<file path="src/rtl/reset_sequencer.sv">
// reset_sequencer
//   Fans one asynchronous board reset out to NUM_CH reset domains in the
//   i_aclk domain. Every channel asserts asynchronously. Release is
//   synchronous: the board reset is first synchronized, then a hold period
//   runs, and then the channels release one at a time in ascending order,
//   STAGGER_CYCLES apart.
//
//   Optional feature: when RST_SEQ_SW_RESET_EN is defined, i_sw_reset
//   synchronously re-enters the hold period. When it is not defined,
//   i_sw_reset has no effect.
//
// Ports
//   i_aclk      : system clock
//   i_reset     : asynchronous active-low board reset
//   i_sw_reset  : synchronous active-high software reset request
//   o_areset_n  : per-channel active-low reset, bit 0 releases first
//   o_busy      : high while any channel is held in reset
//   o_done      : high once every channel has been released
module reset_sequencer #(
    parameter int NUM_CH         = 4,
    parameter int SYNC_STAGES    = 2,
    parameter int HOLD_CYCLES    = 16,
    parameter int STAGGER_CYCLES = 4
) (
    input  logic              i_aclk,
    input  logic              i_reset,
    input  logic              i_sw_reset,
    output logic [NUM_CH-1:0] o_areset_n,
    output logic              o_busy,
    output logic              o_done
);

    localparam int HCW  = $clog2(HOLD_CYCLES + 1);
    localparam int SCW  = (STAGGER_CYCLES == 0) ? 1 : $clog2(STAGGER_CYCLES + 1);
    localparam int IDXW = (NUM_CH > 1) ? $clog2(NUM_CH) : 1;

    localparam logic [HCW-1:0]  HOLD_LAST = HCW'(HOLD_CYCLES - 1);
    localparam logic [SCW-1:0]  STAG_LAST = (STAGGER_CYCLES == 0) ? '0 : SCW'(STAGGER_CYCLES - 1);
    localparam logic [IDXW-1:0] IDX_LAST  = IDXW'(NUM_CH - 1);

    typedef enum logic [1:0] {S_HOLD, S_RELEASE, S_RUN} state_t;

    state_t              state_q;
    logic [SYNC_STAGES-1:0] sync_q;
    logic [HCW-1:0]      hold_cnt_q;
    logic [SCW-1:0]      stag_cnt_q;
    logic [IDXW-1:0]     idx_q;
    logic [NUM_CH-1:0]   rst_n_q;
    logic                busy_q;
    logic                done_q;
    logic                rst_sync_n;
    logic                sw_req;

`ifdef RST_SEQ_SW_RESET_EN
    assign sw_req = i_sw_reset;
`else
    // Request tied off; the port is kept so the interface does not change.
    logic unused_sw;
    assign unused_sw = i_sw_reset;
    assign sw_req    = 1'b0;
`endif

    // Release synchronizer. Any low pulse on i_reset clears every stage,
    // so even a sub-cycle glitch restarts the whole sequence.
    always_ff @(posedge i_aclk or negedge i_reset) begin
        if (!i_reset) sync_q <= '0;
        else          sync_q <= {sync_q[SYNC_STAGES-2:0], 1'b1};
    end

    assign rst_sync_n = sync_q[SYNC_STAGES-1];

    always_ff @(posedge i_aclk or negedge i_reset) begin
        if (!i_reset) begin
            state_q    <= S_HOLD;
            hold_cnt_q <= '0;
            stag_cnt_q <= '0;
            idx_q      <= '0;
            rst_n_q    <= '0;
            busy_q     <= 1'b1;
            done_q     <= 1'b0;
        end else begin
            unique case (state_q)
                S_HOLD: begin
                    if (sw_req) begin
                        // Request during hold restarts the hold period.
                        hold_cnt_q <= '0;
                    end else if (rst_sync_n) begin
                        if (hold_cnt_q == HOLD_LAST) begin
                            if (STAGGER_CYCLES == 0 || NUM_CH == 1) begin
                                rst_n_q <= '1;
                                busy_q  <= 1'b0;
                                done_q  <= 1'b1;
                                state_q <= S_RUN;
                            end else begin
                                rst_n_q    <= NUM_CH'(1);
                                idx_q      <= IDXW'(1);
                                stag_cnt_q <= '0;
                                state_q    <= S_RELEASE;
                            end
                        end else begin
                            hold_cnt_q <= hold_cnt_q + HCW'(1);
                        end
                    end
                end
                S_RELEASE: begin
                    if (sw_req) begin
                        rst_n_q    <= '0;
                        busy_q     <= 1'b1;
                        done_q     <= 1'b0;
                        hold_cnt_q <= '0;
                        stag_cnt_q <= '0;
                        idx_q      <= '0;
                        state_q    <= S_HOLD;
                    end else if (stag_cnt_q == STAG_LAST) begin
                        rst_n_q    <= rst_n_q | (NUM_CH'(1) << idx_q);
                        stag_cnt_q <= '0;
                        idx_q      <= idx_q + IDXW'(1);
                        // Last channel released: flags flip on the same edge.
                        if (idx_q == IDX_LAST) begin
                            busy_q  <= 1'b0;
                            done_q  <= 1'b1;
                            state_q <= S_RUN;
                        end
                    end else begin
                        stag_cnt_q <= stag_cnt_q + SCW'(1);
                    end
                end
                S_RUN: begin
                    if (sw_req) begin
                        rst_n_q    <= '0;
                        busy_q     <= 1'b1;
                        done_q     <= 1'b0;
                        hold_cnt_q <= '0;
                        stag_cnt_q <= '0;
                        idx_q      <= '0;
                        state_q    <= S_HOLD;
                    end
                end
                default: state_q <= S_HOLD;
            endcase
        end
    end

    assign o_areset_n = rst_n_q;
    assign o_busy     = busy_q;
    assign o_done     = done_q;

endmodule

</file>
<file path="config.mk">
export PLATFORM = sky130hd
export DESIGN_NAME = reset_sequencer
export DESIGN_NICKNAME = d
export VERILOG_FILES = /design/src/rtl/reset_sequencer.sv
export SDC_FILE = /design/constraint.sdc
export NUM_CORES = 1
export LEC_CHECK = 0
export CAP_MARGIN = 20
export CORE_ASPECT_RATIO = 0.8
export CORE_UTILIZATION = 45
export DETAILED_ROUTE_END_ITERATION = 10
export PLACE_DENSITY = 0.67
export SYNTH_ARGS = -nofsm -noshare
export SYNTH_HDL_FRONTEND = slang
export SYNTH_SLANG_ARGS = --single-unit
</file>
<file path="constraint.sdc">
create_clock -name i_aclk -period 2 [get_ports i_aclk]
set_input_delay 0.2 -clock i_aclk [delete_from_list [all_inputs] [get_ports i_aclk]]
set_output_delay 0.2 -clock i_aclk [all_outputs]
set_load 0.01 [all_outputs]
</file>
---- Word-level counts from Yosys, hierarchy flattened ----
Cells that the tools add are included.
word-level totals
  bits in registers ....................... 20
  output and inout bits ................... 6
  word-level logic and storage cells ...... 46
cells by class
  add/sub/neg operators ................... 3
  equal/unequal tests ..................... 9
  shift-type cells ........................ 1
  mux-type cells .......................... 15
  bitwise operators ....................... 3
  reduce and logical (&&, ||, !) cells .... 7
operator list
  cell                   count
  $mux W4                3
  $mux W2                5
  $mux W3                3
  $reduce_and A3 Y1      3
  $ne A2 B2 Y1 const B   4
  $pmux W4 S2            1
  $pmux W2 S3            1
  $pmux W3 S2            1
  $add A5 B1 Y5 const B  1
  $eq A5 B4 Y1 const B   1
  $reduce_and A5 Y1      1
  $eq A2 B2 Y1 const B   2
  $or A4 B4 Y4           1
  $pmux W2 S2            1
  $reduce_and A4 Y1      1
  $shl A1 B2 Y4 const A  1
  $add A3 B1 Y3 const B  1
  $eq A3 B2 Y1 const B   1
  $add A2 B1 Y2 const B  1
  $eq A2 B1 Y1 const B   1
  $logic_not A2 Y1       1
  $not A1 Y1             2
  $reduce_bool A2 Y1     1

---- Logic depth before layout (Yosys ltp) ----
  depth in word-level cells ............... 4
  mapped depth ............................ 6

---- Worst setup path after synthesis ----
No wires, ideal clock.
  path kind ............................... reg-to-reg
  start point ............................. register hold_cnt_q[0]
  end point ............................... register hold_cnt_q[1]
  arrival ................................. 1.678 ns
  required time ........................... 1.875 ns
  slack ................................... 0.197 ns
  cell stages (with the launch flop) ...... 6
  buffers on the path ..................... 0
  period minus slack after synthesis ...... 1.803 ns
  cell sequence ........................... dfrtp_1 > ha_1 > and3_1 > ha_1 > nor4b_4 > mux2_2
between the ends
  word-level cells in the longest chain between the ends .. 3
ends and longest elaborated chain
  item                                                   RTL line  source
  start: declaration                                     45        logic [HCW-1:0] hold_cnt_q;
  start signal: assignment                               101       hold_cnt_q <= hold_cnt_q + HCW'(1);
  branches (longest 3 deep; another with $add A5 B1 Y5)  n/a
Several ways; the timed one is not identified.
A chain may end at the register's enable or synchronous reset.

---- Final worst setup path ----
Ends and elaborated chain as after synthesis.

==> flow_metrics.tcl <==
set metrics [dict create \
    critPathLaunch "hold_cnt_q[0]$_DFFE_PN0P_" \
    clockBufferDepth 2 \
    initial_core_util_pct 51.0 \
    hpwlAfterDp_um 959 \
    antenna_left 0 \
    reg2reg_from "hold_cnt_q[0]$_DFFE_PN0P_" \
    clock-root-buffer "clkbuf_4" \
    final_cell_mix "19 x dfrtp_1, 7 x nor2_1, 7 x ha_1, 7 x clkdlybuf4s50_1, 5 x inv_1" \
    reg2regPathDepth 5 \
    drive_above_1_share_pct 15.7 \
    path_cells "ha_1 -> and3_1 -> ha_1 -> nor4b_4 -> mux2_2" \
    ys_warn_count 0 \
    grt_pass1_vias 545 \
    cts_tree "done" \
    final_common_cell "dfrtp_1" \
    h-tree-depth 1 \
    cts_buffers 3 \
    setup_tns_ns 0 \
    async_flop_share_pct 100 \
    setup_viol_count_final 0 \
    insertedDiodeCount 0 \
    clock-sinks 20 \
    synth_area_um2 880 \
    vias 517 \
    pwr_density_cell_nw_per_um2 1410 \
    postSynthNetCount 81 \
    post_cts_buffers 0 \
    path_depth 5 \
    place_congestion 0.708 \
    yosysSeqAreaShare_pct 57.0 \
    grt_overflow 0 \
    clkTransAtPathRegs_ns 0.10 \
    crit_path_start_kind "flop" \
    rsz0062_at_grt "false" \
    min_path_type "in -> async" \
    reg2reg_slack_ns 0.14 \
    synth_edf_count 0 \
    placementRows 13 \
    routed_wl_um 1330 \
    finalCriticalPeriod_ns 1.86 \
    pin_count 9 \
    status "complete, no violations" \
    syn_to_final_growth_pct 18.2 \
    antenna_found_initial 0 \
    avgSynthCellArea_um2 12.4 \
    routedWlPerCell_um 12.6 \
    maxCapViolations 0 \
    hold_viol 0 \
    path_buf_inv 0 \
    peakVddDrop_v 0.000827 \
    p_leak_uw 0.000496 \
    drv_slew 0 \
    die-area_um2 2140 \
    crit_top_cell "ha_1" \
    pre_cts_slack_ns 0.157 \
    final_cells 105 \
    io_buffer_count 7 \
    max_stage_delay_ns 0.42 \
    cts.repair.resized 0 \
    cpMaxStageDelayCell "dfrtp_1" \
    drc 0 \
    fin_nets 94 \
    crit_family "simple AND/OR/NAND/NOR gates" \
    postSynthCellCount 71 \
    worstSetupPathType "reg -> reg" \
    crit_required_ns 2.19 \
    clkLatencyLatePin_ns 0.29 \
    ys_ff_latch 20 \
    r2r-end "hold_cnt_q[1]$_DFFE_PN0P_" \
    timing.final.crit_share_pct 92.8 \
    core_um2 1720 \
    fin_skew_ns 0.00124 \
    timing.final.ws_setup_ns 0.145 \
    place_inst 101 \
    track_usage_pct 15.5 \
    vias_per_cell 4.92 \
    drtPass1Iterations 3 \
    grt_max_degree 21 \
    critPathMaxFanout 4 \
    grt_pass1_wl_um 2340 \
    cp-endpoint "hold_cnt_q[1]$_DFFE_PN0P_" \
    fp.dieH_um 41.5 \
    arrival_ns 2.05 \
    cts_hold_buf 0 \
    die_w_um 51.4 \
    drt_iter0_markers 7 \
    fin_util_pct 60.3 \
    max_freq_mhz 539 \
    synth_cell_types 28 \
    synth-main-ff-cell "dfrtp_1" \
    end_kind "flop" \
]
-- worst min-delay path by stage --
stage / startpoint / to / slack, ns / cells past startpoint
after detailed placement: sync_q[0]$_DFF_PN0_ / sync_q[1]$_DFF_PN0_ / 0.34 / 0
after global routing: i_reset / stag_cnt_q[0]$_DFFE_PN0P_ / 0.26 / 2
after global placement: sync_q[0]$_DFF_PN0_ / sync_q[1]$_DFF_PN0_ / 0.33 / 0
after CTS: i_reset / sync_q[1]$_DFF_PN0_ / 0.21 / 2
final: i_reset / idx_q[1]$_DFFE_PN0P_ / 0.22 / 2
after floorplan: i_reset / hold_cnt_q[0]$_DFFE_PN0P_ / -0.1 / 0
-- where the power goes --
part           leakage (µW)  internal, µW  switching [µW]  total (µW)
Sequential         0.000245           542             114         655
Combinational      0.000222           271             217         488
Clock             0.0000279           203             117         319
-- kinds of logic (layout without fill, tap and decap cells) --
kind of cell / count (synthesis) / in the layout / share of synthesized area, %
compound gates: 11 / 11 / 7.97
xor+xnor: 3 / 3 / 2.99
fa+ha+maj: 7 / 7 / 9.96
buf+inv: 6 / 18 / 2.70
flops: 20 / 20 / 57.0
mux: 3 / 3 / 3.70
other cells: 1 / 1 / 0.426
simple gates: 20 / 20 / 15.2
-- per-layer routing --
metal  global-route usage (%)  wire length [µm]  part of all wire [%]  vias up
li1                         -                 -                     -      266
met1                     22.0               730                    55      241
met4                     3.24                 7                  0.53        0
met2                     21.0               524                    39        8
met5                        0                 0                     0        -
met3                     8.06                66                   5.0        2
-- Yosys cell counts (2+ instances only) --
cell | instances | area [µm²]
inv_1 | 5 | 18.8
ha_1 | 7 | 87.6
o21ai_0 | 2 | 10.0
xnor2_1 | 2 | 17.5
mux2_2 | 2 | 22.5
nand2_1 | 3 | 11.3
a22o_1 | 2 | 17.5
a21oi_1 | 4 | 20.0
dfrtp_1 | 19 | 475
nor2_1 | 7 | 26.3
-- layout make-up --
cell class / count / area (µm²)
fill: 156 / 684
sequential: 20 / 502
multi-input combinational: 45 / 354
timing repair buffer: 9 / 85.1
clock inverter: 1 / 30.0
tap: 22 / 27.5
clock buffer: 3 / 22.5
inverter: 5 / 18.8
-- registers in the layout, summed over array words and instances (netlist names) --
register    count
state_q         2
o_done          1
sync_q          2
o_busy          1
hold_cnt_q      5
idx_q           2
stag_cnt_q      3
o_areset_n      4
-- through the flow --
| stage | cell area (µm²) | hold slack [ns] | total power (µW) |
|---|---|---|---|
| 6_report | 1040 | 0.223 | 1460 |
| 5_1_grt | 1040 | 0.256 | 1580 |
| 4_1_cts | 1040 | 0.215 | 1480 |
| 3_5_place_dp | 987 | 0.343 | 1150 |
| 3_3_place_gp | 987 | 0.333 | 1140 |
| 2_1_floorplan | 880 | -0.0956 | 986 |
No activity file was read; power rests on OpenSTA's default activity.
